--- src/rtl/fetch_sequencer.sv ---
`timescale 1ns/1ps
// Instruction fetch sequencer: steers the external PC register, issues imem fetches and hands fetched words to decode.
// Define TRAP_EN_EN to add the trap redirect input and the trap_epc capture register.
module fetch_sequencer #(
  parameter logic [31:0] RESET_VEC = 32'h0000_0000,
  parameter logic [31:0] TRAP_VEC  = 32'h0000_0100
) (
  input  logic        clk,
  input  logic        rst,
  input  logic [31:0] pc,
  output logic [31:0] pc_next,
  output logic        imem_req,
  output logic [31:0] imem_addr,
  input  logic        imem_ack,
  input  logic [31:0] imem_rdata,
  output logic [31:0] instr,
  output logic [31:0] instr_pc,
  output logic        instr_valid,
  input  logic        dec_ready,
  input  logic        br_taken,
  input  logic [31:0] br_target,
`ifdef TRAP_EN_EN
  input  logic        trap,
  output logic [31:0] trap_epc,
`endif
  output logic [31:0] fetch_cnt
);

  typedef enum logic [1:0] {BOOT, REQ, WAIT, HOLD} state_t;

  state_t      state;
  state_t      state_next;
  logic        kill;
  logic [31:0] kill_target;
  logic        trap_hit;
  logic        redirect;
  logic [31:0] redirect_target;
  logic        handshake;
  logic        capture;
  logic        clear_valid;
  logic        set_kill;
  logic        clr_kill;

`ifdef TRAP_EN_EN
  assign trap_hit = trap;
`else
  assign trap_hit = 1'b0;
`endif

  // Trap takes priority over a same-cycle branch; branch targets are forced word-aligned.
  assign redirect        = trap_hit | br_taken;
  assign redirect_target = trap_hit ? TRAP_VEC : (br_target & 32'hFFFF_FFFC);
  assign handshake       = instr_valid & dec_ready;

  always_comb begin
    state_next  = state;
    pc_next     = pc;
    imem_req    = 1'b0;
    imem_addr   = 32'h0;
    capture     = 1'b0;
    clear_valid = 1'b0;
    set_kill    = 1'b0;
    clr_kill    = 1'b0;
    if (!rst) begin
      state_next = BOOT;
      pc_next    = RESET_VEC;
    end else begin
      case (state)
        BOOT: begin
          pc_next    = RESET_VEC;
          state_next = REQ;
        end
        REQ, WAIT: begin
          imem_req  = 1'b1;
          imem_addr = pc;
          // A redirect in REQ restarts at once; in WAIT it only restarts once the bus answers.
          if (redirect && (imem_ack || state == REQ)) begin
            pc_next     = redirect_target;
            state_next  = REQ;
            clr_kill    = 1'b1;
            clear_valid = 1'b1;
          end else if (imem_ack && kill) begin
            pc_next    = kill_target;
            state_next = REQ;
            clr_kill   = 1'b1;
          end else if (imem_ack) begin
            capture    = 1'b1;
            pc_next    = pc + 32'd4;
            state_next = HOLD;
          end else begin
            set_kill   = redirect;
            state_next = WAIT;
          end
        end
        HOLD: begin
          if (redirect) begin
            pc_next     = redirect_target;
            clear_valid = 1'b1;
            state_next  = REQ;
          end else if (handshake) begin
            clear_valid = 1'b1;
            state_next  = REQ;
          end
        end
        default: state_next = BOOT;
      endcase
    end
  end

  always_ff @(posedge clk) begin
    if (!rst) begin
      state       <= BOOT;
      instr       <= 32'h0;
      instr_pc    <= 32'h0;
      instr_valid <= 1'b0;
      fetch_cnt   <= 32'h0;
      kill        <= 1'b0;
      kill_target <= 32'h0;
    end else begin
      state <= state_next;
      if (capture) begin
        instr       <= imem_rdata;
        instr_pc    <= pc;
        instr_valid <= 1'b1;
      end else if (clear_valid) begin
        instr_valid <= 1'b0;
      end
      // A handshake counts even when a redirect discards the rest of the stream.
      if (state == HOLD && handshake)
        fetch_cnt <= fetch_cnt + 32'd1;
      if (set_kill) begin
        kill        <= 1'b1;
        kill_target <= redirect_target;
      end else if (clr_kill) begin
        kill <= 1'b0;
      end
    end
  end

`ifdef TRAP_EN_EN
  always_ff @(posedge clk) begin
    if (!rst)
      trap_epc <= 32'h0;
    else if (trap && state != BOOT)
      trap_epc <= pc;
  end
`endif

endmodule

--- config.mk ---
export PLATFORM = sky130hd
export DESIGN_NAME = fetch_sequencer
export DESIGN_NICKNAME = d
export VERILOG_FILES = /design/src/rtl/fetch_sequencer.sv
export SDC_FILE = /design/constraint.sdc
export NUM_CORES = 1
export LEC_CHECK = 0
export CAP_MARGIN = 20
export CORE_MARGIN = 10
export CORE_UTILIZATION = 40
export DETAILED_ROUTE_END_ITERATION = 16
export PLACE_DENSITY = 0.76
export SYNTH_ARGS = -nofsm -noshare
export SYNTH_HDL_FRONTEND = slang
export SYNTH_SLANG_ARGS = --single-unit
export TNS_END_PERCENT = 5
--- constraint.sdc ---
create_clock -name clk -period 2.7 [get_ports clk]
set_input_delay 0.54 -clock clk [delete_from_list [all_inputs] [get_ports clk]]
set_output_delay 0.54 -clock clk [all_outputs]
set_load 0.02 [all_outputs]
* After elaboration in Yosys (flattened, before gate mapping)
Index checks and enable logic that the tools add are counted.
** Storage, ports and cells
- Register bits after elaboration :: 130
- Output and inout bits :: 162
- Word-level logic and storage cells :: 61
** Operators by class
- Reductions and logical operators :: 8
- $add $sub $neg :: 2
- Multiplexer cells :: 39
- Bitwise logic cells :: 1
- Eq/ne operators :: 4
** Operators with widths (number)
- two-way mux 32 bit :: 7
- one-hot mux 32 bit (3 select lines) :: 1
- adder 32 x 1 -> 32 bit (second input constant) :: 1
- adder 32 x 3 -> 32 bit (second input constant) :: 1
- two-way mux 1 bit :: 25
- two-way mux 2 bit :: 4
- one-hot mux 2 bit (3 select lines) :: 1
- == test 2 bit (second input constant) :: 2
- nonzero test 2 bit :: 2
- logical AND 1 bit :: 3
- inequality test 3 bit (second input constant) :: 1
- == test 2 x 1 -> 1 bit (second input constant) :: 1
- zero test 2 bit :: 1
- one-hot mux 1 bit (2 select lines) :: 1
- OR reduction 2 bit :: 1
- bitwise AND 1 bit :: 1
- logical OR 1 bit :: 1

* Logic depth before layout (Yosys ltp)
- Depth in word-level cells :: 8
- Mapped depth :: 10

* Worst setup path after synthesis
Ideal clock, no wire load.
- Path type :: input port to output port
- Start :: input port pc[5]
- End :: output port pc_next[26]
- Stages on the path :: 6
- Path buffers :: 1
- Slack :: -0.272 ns
- Data required time :: 2.160 ns
- Arrival time :: 2.432 ns
- Path through :: buf_2 > nand4_2 > or3_1 > or4_1 > a2111o_1 > a21oi_1
** On the way
- Cells in the longest elaborated chain, start to end :: 6
** Ends and longest elaborated chain
- start, declared :: RTL line 10 : input logic [31:0] pc,
- adder 32 x 3 -> 32 bit :: RTL line 88 : pc_next = pc + 32'd4;
- two-way mux 32 bit :: RTL line 86 : end else if (imem_ack) begin
- two-way mux 32 bit :: RTL line 82 : end else if (imem_ack && kill) begin
- two-way mux 32 bit :: RTL line 77 : if (redirect && (imem_ack || state == REQ)) begin
- one-hot mux 32 bit (3 select lines) :: RTL line 68 : case (state)
- two-way mux 32 bit :: RTL line 64 : if (!rst) begin
- end, declared :: RTL line 11 : output logic [31:0] pc_next,
Every way passes these cells.

* Worst setup path in the final report
Ends and elaborated chain as after synthesis.

==> flow_metrics.env <==
export IMPL_drive_above_1_share_pct=21.9
export IMPL_drv_cap=0
export IMPL_synthDistinctLibCells=52
export IMPL_hold_buffers=0
export IMPL_rsz0062_at_grt="yes"
export IMPL_worstReg2RegEnd="instr_pc[19]$_SDFFE_PN0P_"
export IMPL_worstSetupPathType="input pin to output pin"
export IMPL_routed_wl_um=28700
export IMPL_peakVddDrop_v=0.000476
export IMPL_regToRegSetupSlack_ns=0.55
export IMPL_multi_input_area_mm2=0.00437
export IMPL_min_to="instr[15]$_SDFFE_PN0P_"
export IMPL_synth_nets=1042
export IMPL_hold_class="register to register"
export IMPL_grt_max_degree=133
export IMPL_netlist_area_leader_share_pct=36.8
export IMPL_yosys_warnings=0
export IMPL_violations="setup timing"
export IMPL_drt_iter0_drc=761
export IMPL_ys_flop_type="dfxtp_1"
export IMPL_drc=0
export IMPL_clockBufferDepth=2
export IMPL_avgSynthCellArea_um2=7.55
export IMPL_async_reset_ff_share_pct=0
export IMPL_timing_final_crit_share_pct=109
export IMPL_slew_violations=0
export IMPL_gp_congestion=0.930
export IMPL_slew_headroom_pct=66.8
export IMPL_worst_pin_slew_ns=0.499
export IMPL_htreeDepth=4
export IMPL_place_ws_ns=-1.02
export IMPL_synth_area_top_cells="dfxtp_1 37%, nand2_1 13%, a21boi_0 7.2%, nand3_1 4.5%, xnor2_1 4.2%"
export IMPL_setup_ws_ns=-0.237
export IMPL_clk_pin_slew_worst_paths_ns=0.07
export IMPL_synthCells=936
export IMPL_rows=48
export IMPL_fmax_mhz=340
export IMPL_synth_most_common_cell="nand2_1"
export IMPL_final_min_clock_period_ns=2.94
export IMPL_whs_path_depth=2
export IMPL_numPlacedInstances=1468
export IMPL_synth_seq_area_share_pct=36.8
export IMPL_antenna_found_initial=2
export IMPL_grt_overflow=0
export IMPL_min_from="instr[15]$_SDFFE_PN0P_"
export IMPL_syn_area_mm2=0.00707
export IMPL_core_mm2=0.0173
export IMPL_synth_top_cell_by_area="dfxtp_1"
export IMPL_worstPathMaxFanout=6
export IMPL_fin_nets=1389
export IMPL_start_util_pct=40.9
export IMPL_worstSetupEndpointType="output pin"
export IMPL_synth_enable_flop_cells=0
export IMPL_die_w_um=153
export IMPL_die_area_mm2=0.0234
export IMPL_grt_pass1_vias=8116
export IMPL_root_buffer="clkbuf_16"
export IMPL_status="finished, violations left"
export IMPL_synthTopCellsByCount="238 x nand2_1, 130 x dfxtp_1, 69 x clkbuf_1"
export IMPL_instances_no_fill=1523
export IMPL_grtUsageTotal_pct=23.2
export IMPL_cts_tree="built"
export IMPL_route_detailed_wl_per_inst_um=18.8
export IMPL_nFillCells=1433
export IMPL_port_buffers=260
export IMPL_finalHoldViolations=0
export IMPL_dp_hpwl_um=20800
export IMPL_grt_pass1_wl_um=44600
export IMPL_cts_buffers=17
export IMPL_finClkSkew_ns=0.0117
export IMPL_detail_route_antenna_nets=0
export IMPL_startpoint_type="input pin"
export IMPL_r2r_start="state[1]$_SDFFE_PN0P_"
export IMPL_num_io_pins=263
export IMPL_clk_latency_ns=0.43
export IMPL_p_leak_nw=4.78
export IMPL_fp_dieH_um=153
export IMPL_first_pass_iters=5
export IMPL_clock_sinks=130
export IMPL_synth_seq_cells=130
export IMPL_setup_viol=28
export IMPL_syn_to_final_growth_pct=62.7
export IMPL_critPathArrivalTime_ns=2.40
export IMPL_r2r_cells=10
export IMPL_via_per_inst=5.40
export IMPL_vias=8221
export IMPL_powerDensity_mw_per_mm2=478
export IMPL_worstPathRequired_ns=2.16
export IMPL_regArea_mm2=0.00260
==> what timing repair did <==
action,4_1_cts,5_1_grt
buffers inserted,16,5
pin swaps,16,17
gates resized for setup,265,56
setup endpoints to repair,64,36
==> per-stage QoR <==
stage | total power, mW | hold slack (ns) | util (%) | setup TNS [ns] | instance area [um2]
finish | 5.50 | 0.452 | 66.5 | -2.48 | 11500
global route | 5.68 | 0.475 | 66.5 | -5.46 | 11500
CTS | 5.50 | 0.455 | 66.0 | -2.35 | 11400
detailed placement | 3.33 | 0.444 | 61.7 | -25.59 | 10700
global placement | 3.32 | 0.441 | 61.7 | -25.51 | 10700
floorplan | 2.61 | 0.439 | - | -0.768 | 7090
==> placed cells by master, fill, tap and decap left out, types with 24 or more instances in the layout <==
master and count:
dlygate4sd2_1 31, dfxtp_1 129, nor2_1 24, and2_1 31
buf_4 149, and3_1 42, a21boi_0 67, nand3_1 59
nand2_1 236, clkdlybuf4s50_1 168, xnor2_1 33
==> layer usage <==
metal / vias up / global-route usage, % / share of wire (%)
met3: 39 / 5.22 / 6.8
met4: 0 / 7.72 / 2.0
met1: 3904 / 27.0 / 41
met2: 324 / 40.9 / 50
met5: - / 0 / 0
li1: 3954 / - / -
==> power by group <==
group | internal [mW] | switching (mW) | total, mW | leakage (nW)
sequential | 1.97 | 0.0287 | 2.00 | 1.05
combinational | 0.608 | 0.708 | 1.32 | 3.45
clock | 1.23 | 0.947 | 2.18 | 0.275
==> how the worst max path moves through the flow <==
stage	from	endpoint	slack (ns)	depth (start not counted)
after global placement	pc[8]	pc_next[30]	-1.05	8
final	pc[5]	pc_next[26]	-0.24	8
after floorplan	pc[5]	pc_next[26]	-0.14	6
after detailed placement	pc[8]	pc_next[29]	-1.02	8
after global routing	pc[3]	pc_next[26]	-0.29	9
after CTS	pc[5]	pc_next[26]	-0.27	8
==> cell families (layout without fill, tap and decap cells) <==
| family | count (synthesis) | in the layout | share of synthesized area, % |
|---|---|---|---|
| simple gates | 477 | 477 | 32.0 |
| compound gates | 172 | 172 | 17.3 |
| flops | 130 | 130 | 36.8 |
| buf+inv | 89 | 449 | 4.76 |
| xor+xnor | 48 | 48 | 5.95 |
| mux | 15 | 15 | 2.30 |
| fa+ha+maj | 5 | 5 | 0.885 |
| other cells | 0 | 2 | 0 |
==> sequential cells by signal, indices dropped and copies added (netlist names) <==
name and flops:
fetch_cnt 32, instr 32, instr_pc 32, instr_valid 1
kill 1, kill_target 30, state 2
==> area by class of cell <==
| type | count | share of cell area [%] |
|---|---|---|
| Multi-Input combinational cell | 717 | 38.0 |
| Timing Repair Buffer | 405 | 31.7 |
| Sequential cell | 130 | 22.6 |
| Clock buffer | 19 | 3.94 |
| Tap cell | 225 | 2.45 |
| Clock inverter | 13 | 0.849 |
| Inverter | 12 | 0.392 |
| Antenna cell | 2 | 0.0435 |
==> worst max-delay path, cell delays in order <==
cell and delay, ns:
buf_8 0.08, nand4_4 0.11, or3_4 0.36, buf_12 0.15, or4_4 0.40, a2111o_1 0.46, a21oi_4 0.16, buf_6 0.14
No activity file was read; power rests on OpenSTA's default activity.
